<file path="src/rtl/mem_access_unit.sv">
// mem_access_unit
//   Data-memory access unit for the MEM stage. It turns a load or store into a
//   req/ack transaction on a variable-latency data memory. It stalls the
//   pipeline until the transaction finishes, returns zero-extended load data,
//   and flags misaligned, illegal (read+write) or timed-out accesses.
// Ports
//   clk, reset                   clock (rising edge); async active-low reset
//   MemRead_mem, MemWrite_mem    load / store in the MEM stage
//   size_mem                     0=byte 1=half 2=word 3=dword
//   alu_result_mem, wr_data_mem  effective address, low-aligned store data
//   dmem_req/we/addr/be/wdata    request to memory, held until dmem_ack
//   dmem_ack, dmem_rdata         one-cycle completion, read doubleword
//   dm_read_data_mem             load result to MEM/WB (holds between loads)
//   mem_stall                    freeze upstream pipeline registers
//   mem_err                      one-cycle error pulse in DONE
module mem_access_unit #(
  parameter int TIMEOUT = 15
) (
  input  logic        clk,
  input  logic        reset,
  input  logic        MemRead_mem,
  input  logic        MemWrite_mem,
  input  logic [1:0]  size_mem,
  input  logic [63:0] alu_result_mem,
  input  logic [63:0] wr_data_mem,
  output logic        dmem_req,
  output logic        dmem_we,
  output logic [63:0] dmem_addr,
  output logic [7:0]  dmem_be,
  output logic [63:0] dmem_wdata,
  input  logic        dmem_ack,
  input  logic [63:0] dmem_rdata,
  output logic [63:0] dm_read_data_mem,
  output logic        mem_stall,
  output logic        mem_err
);

  typedef enum logic [1:0] {IDLE, BUSY, DONE} state_t;

  localparam logic [7:0] TO_LAST = 8'(TIMEOUT - 1);

  state_t      state, state_nxt;
  logic [7:0]  wait_cnt;
  logic [1:0]  size_q;
  logic [2:0]  off_q;

  logic        op, legal, aligned;
  logic [2:0]  a;
  logic [7:0]  be_calc;
  logic [63:0] wdata_calc, rd_shift, rd_ext;

  assign op    = MemRead_mem | MemWrite_mem;
  assign a     = alu_result_mem[2:0];
  assign legal = aligned & ~(MemRead_mem & MemWrite_mem);

  always_comb begin
    aligned    = 1'b1;
    be_calc    = 8'hFF;
    wdata_calc = wr_data_mem;
    case (size_mem)
      2'd0: begin
        be_calc    = 8'h01 << a;
        wdata_calc = {8{wr_data_mem[7:0]}};
      end
      2'd1: begin
        aligned    = ~a[0];
        be_calc    = 8'h03 << a;
        wdata_calc = {4{wr_data_mem[15:0]}};
      end
      2'd2: begin
        aligned    = (a[1:0] == 2'b00);
        be_calc    = 8'h0F << a;
        wdata_calc = {2{wr_data_mem[31:0]}};
      end
      default: aligned = (a == 3'b000);
    endcase
  end

  // Load data uses the offset/size captured at issue, not the live inputs.
  assign rd_shift = dmem_rdata >> {off_q, 3'b000};
  always_comb begin
    rd_ext = rd_shift;
    case (size_q)
      2'd0:    rd_ext = {56'd0, rd_shift[7:0]};
      2'd1:    rd_ext = {48'd0, rd_shift[15:0]};
      2'd2:    rd_ext = {32'd0, rd_shift[31:0]};
      default: rd_ext = rd_shift;
    endcase
  end

  always_comb begin
    state_nxt = state;
    mem_stall = 1'b0;
    case (state)
      IDLE: begin
        mem_stall = op;
        if (op) state_nxt = legal ? BUSY : DONE;
      end
      BUSY: begin
        mem_stall = 1'b1;
        if (dmem_ack || wait_cnt == TO_LAST) state_nxt = DONE;
      end
      DONE:    state_nxt = IDLE;  // ops seen here are the completed one
      default: state_nxt = IDLE;
    endcase
  end

  always_ff @(posedge clk or negedge reset) begin
    if (!reset) begin
      state            <= IDLE;
      dmem_req         <= 1'b0;
      dmem_we          <= 1'b0;
      dmem_addr        <= '0;
      dmem_be          <= '0;
      dmem_wdata       <= '0;
      dm_read_data_mem <= '0;
      mem_err          <= 1'b0;
      wait_cnt         <= '0;
      size_q           <= '0;
      off_q            <= '0;
    end else begin
      state   <= state_nxt;
      mem_err <= 1'b0;  // pulse: only set on the edge into DONE
      case (state)
        IDLE: if (op) begin
          if (legal) begin
            dmem_req   <= 1'b1;
            dmem_we    <= MemWrite_mem;
            dmem_addr  <= {alu_result_mem[63:3], 3'b000};
            dmem_be    <= be_calc;
            dmem_wdata <= wdata_calc;
            size_q     <= size_mem;
            off_q      <= a;
            wait_cnt   <= '0;
          end else begin
            mem_err <= 1'b1;
          end
        end
        BUSY: begin
          if (dmem_ack) begin
            dmem_req <= 1'b0;
            if (!dmem_we) dm_read_data_mem <= rd_ext;
          end else if (wait_cnt == TO_LAST) begin
            dmem_req <= 1'b0;
            mem_err  <= 1'b1;
            if (!dmem_we) dm_read_data_mem <= '0;
          end else begin
            wait_cnt <= wait_cnt + 8'd1;
          end
        end
        default: ;
      endcase
    end
  end

endmodule

</file>
<file path="config.mk">
export PLATFORM = sky130hd
export DESIGN_NAME = mem_access_unit
export DESIGN_NICKNAME = d
export VERILOG_FILES = /design/src/rtl/mem_access_unit.sv
export SDC_FILE = /design/constraint.sdc
export NUM_CORES = 1
export LEC_CHECK = 0
export BUFFER_PORTS_ARGS = -buffer_cell sky130_fd_sc_hd__buf_2
export CAP_MARGIN = 15
export CORE_AREA = 2 2 154 156
export CTS_CLUSTER_DIAMETER = 80
export DETAILED_ROUTE_END_ITERATION = 8
export DIE_AREA = 0 0 156 158
export PLACE_DENSITY = 0.87
export SLEW_MARGIN = 10
export SYNTH_ARGS = -nofsm -noshare
export SYNTH_HDL_FRONTEND = slang
export SYNTH_SLANG_ARGS = --single-unit
</file>
<file path="constraint.sdc">
create_clock -name clk -period 2 [get_ports clk]
set_input_delay 0.2 -clock clk [delete_from_list [all_inputs] [get_ports clk]]
set_output_delay 0.2 -clock clk [all_outputs]
set_load 0.1 [all_outputs]
</file>
* After elaboration in Yosys (flattened, before gate mapping)
Cells that the tools add are included.
** Storage, ports and cells
- Bits in latches :: 0
- Bits in read-only memories :: 0
- Output and inout bits :: 204
- Memory bits (writable) :: 0
- Bits of input ports :: 199
- Memories :: 0
- Bits in registers :: 215
** Operators by class
- Shift-type cells :: 4
- Div/mod/pow operators :: 0
- Bitwise gates (word level) :: 5
- Equal/unequal tests :: 14
- Reductions and logical operators :: 13
- Muxes and demuxes :: 28
- Multipliers :: 0
- $add $sub $neg :: 1
- Magnitude comparators :: 0
** Operator list (number)
- $pmux 64 s3 :: 2
- $mux 64 :: 4
- $shr 64x6->64 :: 1
- $mux 8 :: 4
- $pmux 8 s3 :: 1
- $pmux 8 s2 :: 1
- $ne 2x2->1 const B :: 7
- $add 8x1->8 const B :: 1
- $eq 8x4->1 const B :: 1
- $logic_not 2->1 :: 4
- $mux 1 :: 8
- $reduce_and 4->1 :: 2
- $shl 1x3->8 const A :: 1
- $shl 2x3->8 const A :: 1
- $shl 4x3->8 const A :: 1
- $eq 2x1->1 const B :: 3
- $mux 2 :: 3
- $pmux 1 s2 :: 3
- $reduce_and 5->1 :: 1
- $eq 2x2->1 const B :: 2
- $pmux 2 s2 :: 1
- $reduce_bool 2->1 :: 2
- $logic_not 3->1 :: 1
- $ne 3x3->1 const B :: 1
- 7 further kinds :: 9

* Longest topological paths before layout
- Depth in word-level cells :: 6
- Gate-level depth with buffers :: 10
- Mapped depth without buffers :: 7

* Least setup slack after synthesis
No wires, ideal clock.
- Kind :: register to register
- Start :: register state[0]
- End :: register dmem_req
- Required time :: 1.880 ns
- Slack :: -0.387 ns
- Setup time :: 0.120 ns
- Path buffers :: 0
- Stages on the path, launching flop included :: 5
- Period minus slack after synthesis :: 2.387 ns
- Arrival :: 2.268 ns
- Path through :: dfrtp_1 -> nor3_1 -> nor2_1 -> o311ai_1 -> a21o_1
** On the way
- Word-level cells in the longest chain between the ends :: 3
- Elaborated cells between the ends (all ways) :: 8
- Classes of those cells :: eq/ne: 4; mux: 1; reduce/logical: 3
** Ends and longest elaborated chain
- from (decl) :: RTL line 42 : state_t state, state_nxt;
- from (signal assigned) :: RTL line 122 : state <= state_nxt;
- $eq 2x1->1 / $logic_not 2->1 (equally long branches) :: RTL line 124 : case (state)
- $ne 3x3->1 (no source line) (tied with other cells)
- $reduce_and 4->1 (no source line)
- to (signal assigned) :: RTL line 127 : dmem_req <= 1'b1;
- to (signal assigned) :: RTL line 141 : dmem_req <= 1'b0;
- to (signal assigned) :: RTL line 144 : dmem_req <= 1'b0;
- to (decl) :: RTL line 26 : output logic dmem_req,
Parallel ways exist; a longest one is shown, timed or not.
A chain may end at the register's enable or synchronous reset.

* Worst setup path after layout
- Start :: register off_q[1]
- End :: register dm_read_data_mem[9]
** On the way
- Word-level cells in the longest chain between the ends :: 4
** Ends and longest elaborated chain
- from (decl) :: RTL line 45 : logic [2:0] off_q;
- from (signal assigned) :: RTL line 120 : off_q <= '0;
- from (signal assigned) :: RTL line 133 : off_q <= a;
- $shr 64x6->64 :: RTL line 80 : assign rd_shift = dmem_rdata >> {off_q, 3'b000};
- $pmux 64 s3 :: RTL line 83 : case (size_q)
- $mux 64 :: RTL line 142 : if (!dmem_we) dm_read_data_mem <= rd_ext;
- $mux 64 :: RTL line 140 : if (dmem_ack) begin
- to (signal assigned) :: RTL line 142
- to (decl) :: RTL line 33 : output logic [63:0] dm_read_data_mem,
No other way between the ends. The select of a mux whose other input is x is not followed.

==> results.md <==
- Vias in the first global route: 11110
- Worst Setup End Kind: flop
- RSZ-0062 raised after global routing: false
- Flops & latches, synth: 215
- Hold Path Sink: dmem_wdata[62]$_DFFE_PN0P_
- RR Endpoint: dm_read_data_mem[9]$_DFFE_PN0P_
- Clock Tree Buf Depth: 3
- Skew-Pair Late Insertion Delay: 0.52 ns
- Worst EP arrival: 2.27 ns
- Rel. slew slack: 54.41%
- Syn Inst Count: 1149
- CTS clk-pin slew, worst paths: 0.06 ns
- Post-synth ARST share: 100.0%
- Worst-path maximum fanout: 12
- DPL Wire Length: 26630 µm
- Root Buffer: clkbuf_16
- RePlAce Congestion: 0.9205
- Pre-antenna DRT Iters: 6
- Inserted Clock Buffers: 24
- Hold depth: 3
- Crit Reg-Reg Startpoint: off_q[1]$_DFFE_PN0P_
- Main flop type after synthesis: dfrtp_1
- Top post-synthesis cells by area: dfrtp_1, nand2_1, o31ai_1
- Status: completed
- Worst EP required: 2.37 ns
- Post-synthesis sequential area ratio: 50.18%
- Leading area contributor after synthesis: dfrtp_1
- R2R setup slack: 0.1 ns
- Die ar.: 24650 µm²
- # rows: 56
- Hold Path Origin: wr_data_mem[62]
- Max Transition Viols Final: 0
- Max cap viols: 0
- Final min period: 1.901 ns
- CTS tree: done
- Synthesized area: 10720 µm²
- I/O Buffers: 399
- Share of post-route cells with drive strength above 1: 31.90%
- I/O pins: 403
- Clk sinks: 215
- Post-synth EDFFs: 0
- Reg2Reg Depth: 6
- Die W: 156 µm
- Slew @ Worst Pin: 0.6809 ns
- Number of remaining DRC errors: 0
- Via density: 5.687
- Core ar.: 23050 µm²
- Nets@finish: 1835
- Crit Path Category: flop to flop
- Setup TNS: 0 ns
- Pin count of the biggest net entering global routing: 73
- Syn avg cell area: 9.331 µm²
- Clock Skew: 0.01443 ns
- Final period utilization: 95.04%
- Post-synth cell types: 56
- Via Count: 11030
- Initial antenna violation count: 3
- # setup viols final: 0
- Yosys top cell area share: 50.18%
- Die Ht: 158 µm
- Max frequency: 526.1 MHz
- Routed wire length: 38790 µm
- Starting DRT DRC Count: 953
- Critical Path Source Type: flop
- CTS H-tree lvls: 1
- Grt ovf: 0
- DRT antenna net count: 0
- Synth-to-layout area growth: 39.98%
- Hold Path Class: input port to flop
- Tot GR Track Use: 30.53%
- Starting density of the core: 46.51%
- First-pass GRT wire length: 58680 µm
- Final hold violations: 0
- Number of synthesis warnings: 0
- Avg WL per Cell: 20.00 µm
-- synthesized netlist by cell type, types with 12 or more instances --
library cell,number
o22a_1,12
nor2_1,57
a21oi_1,52
mux2i_1,34
o21ai_0,15
clkbuf_1,35
buf_2,28
a211oi_1,24
a221oi_1,14
nor2b_1,63
o31ai_1,72
o21ai_1,43
buf_4,19
dfrtp_1,215
nand2_1,343
-- layer usage --
metal	GRT usage, %	wire, µm	up-vias
met5	0	0	-
met4	20.53	2754	0
met3	6.324	3613	177
met2	53.43	19180	737
met1	33.60	13250	5192
li1	-	-	4927
-- worst max-delay path, cell delays in order (launching register included) --
cell and delay [ns]:
dfrtp_2 0.55, buf_4 0.28, mux2i_1 0.27, nor2_1 0.06, a21oi_1 0.36, o21ba_2 0.18, o21ai_1 0.05
-- cells by family (layout without fill, tap and decap cells) --
kind of cell / count (synthesis) / count (layout) / share of synthesized area (%)
AO/OA/AOI/OAI: 281 / 281 / 18.24
flip-flops: 215 / 215 / 50.18
buffers and inverters: 97 / 592 / 4.598
multiplexers: 59 / 59 / 6.745
AND/OR/NAND/NOR: 489 / 489 / 19.38
adder cells (fa/ha/maj): 7 / 7 / 0.8169
other: 1 / 7 / 0.03498
-- what timing repair did --
action / CTS / global route
endpoints found under the setup margin: 0 / 12
hold buffers: 102 / 0
hold endpoints to repair: 153 / 0
gates resized for setup: 0 / 2
buffers inserted: 0 / 0
-- final cells by class --
type | count | area, µm²
repair buffers | 542 | 3473
flip-flops and latches | 215 | 5385
well taps | 290 | 362.8
inverters | 7 | 26.28
clock buffers | 35 | 723.2
diodes | 4 | 10.01
multi-input cells | 839 | 4883
fillers | 1732 | 8044
clock inverters | 8 | 143.9
-- cells in the final DEF (no fill, tap or decap), drive strengths merged, types with 53 or more instances in the layout --
master and count:
a21oi 53, buf 440, dfrtp 215, dlygate4sd3 102, nand2 344, nor2 60, nor2b 63, o21ai 59
o31ai 72
-- worst max path at each step --
| stage | startpoint | endpoint |
|---|---|---|
| global route | state[1]$_DFFE_PN0P_ | dmem_wdata[35]$_DFFE_PN0P_ |
| floorplan | dmem_we$_DFFE_PN0P_ | dm_read_data_mem[32]$_DFFE_PN0P_ |
| CTS | off_q[0]$_DFFE_PN0P_ | dm_read_data_mem[7]$_DFFE_PN0P_ |
| global placement | size_mem[0] | dmem_addr[63]$_DFFE_PN0P_ |
| finish | off_q[1]$_DFFE_PN0P_ | dm_read_data_mem[9]$_DFFE_PN0P_ |
| detailed placement | size_mem[0] | dmem_addr[63]$_DFFE_PN0P_ |
-- state kept, by name, summed over array words and instances (netlist names) --
register	cells
wait_cnt	8
size_q	2
off_q	3
dmem_addr	61
dmem_req	1
dm_read_data_mem	64
dmem_we	1
dmem_wdata	64
mem_err	1
state	2
dmem_be	8
-- metrics by stage --
step	instance area, µm²	setup slack, ns	std cells	utilization [%]	hold slack, ns
2_1_floorplan	10730	0.08659	1151	-	-0.09559
3_3_place_gp	13100	0.07405	1791	56.84	0.1689
3_5_place_dp	13100	0.01317	1791	56.84	0.1727
4_1_cts	14990	0.01840	1936	65.03	0.002054
5_1_grt	15010	0.02324	1939	65.09	0.01173
6_report	15010	0.09929	1940	65.11	0.01155
Power is not shown: default switching activity piles up to over one toggle a cycle in this logic, so the estimate is an artifact.
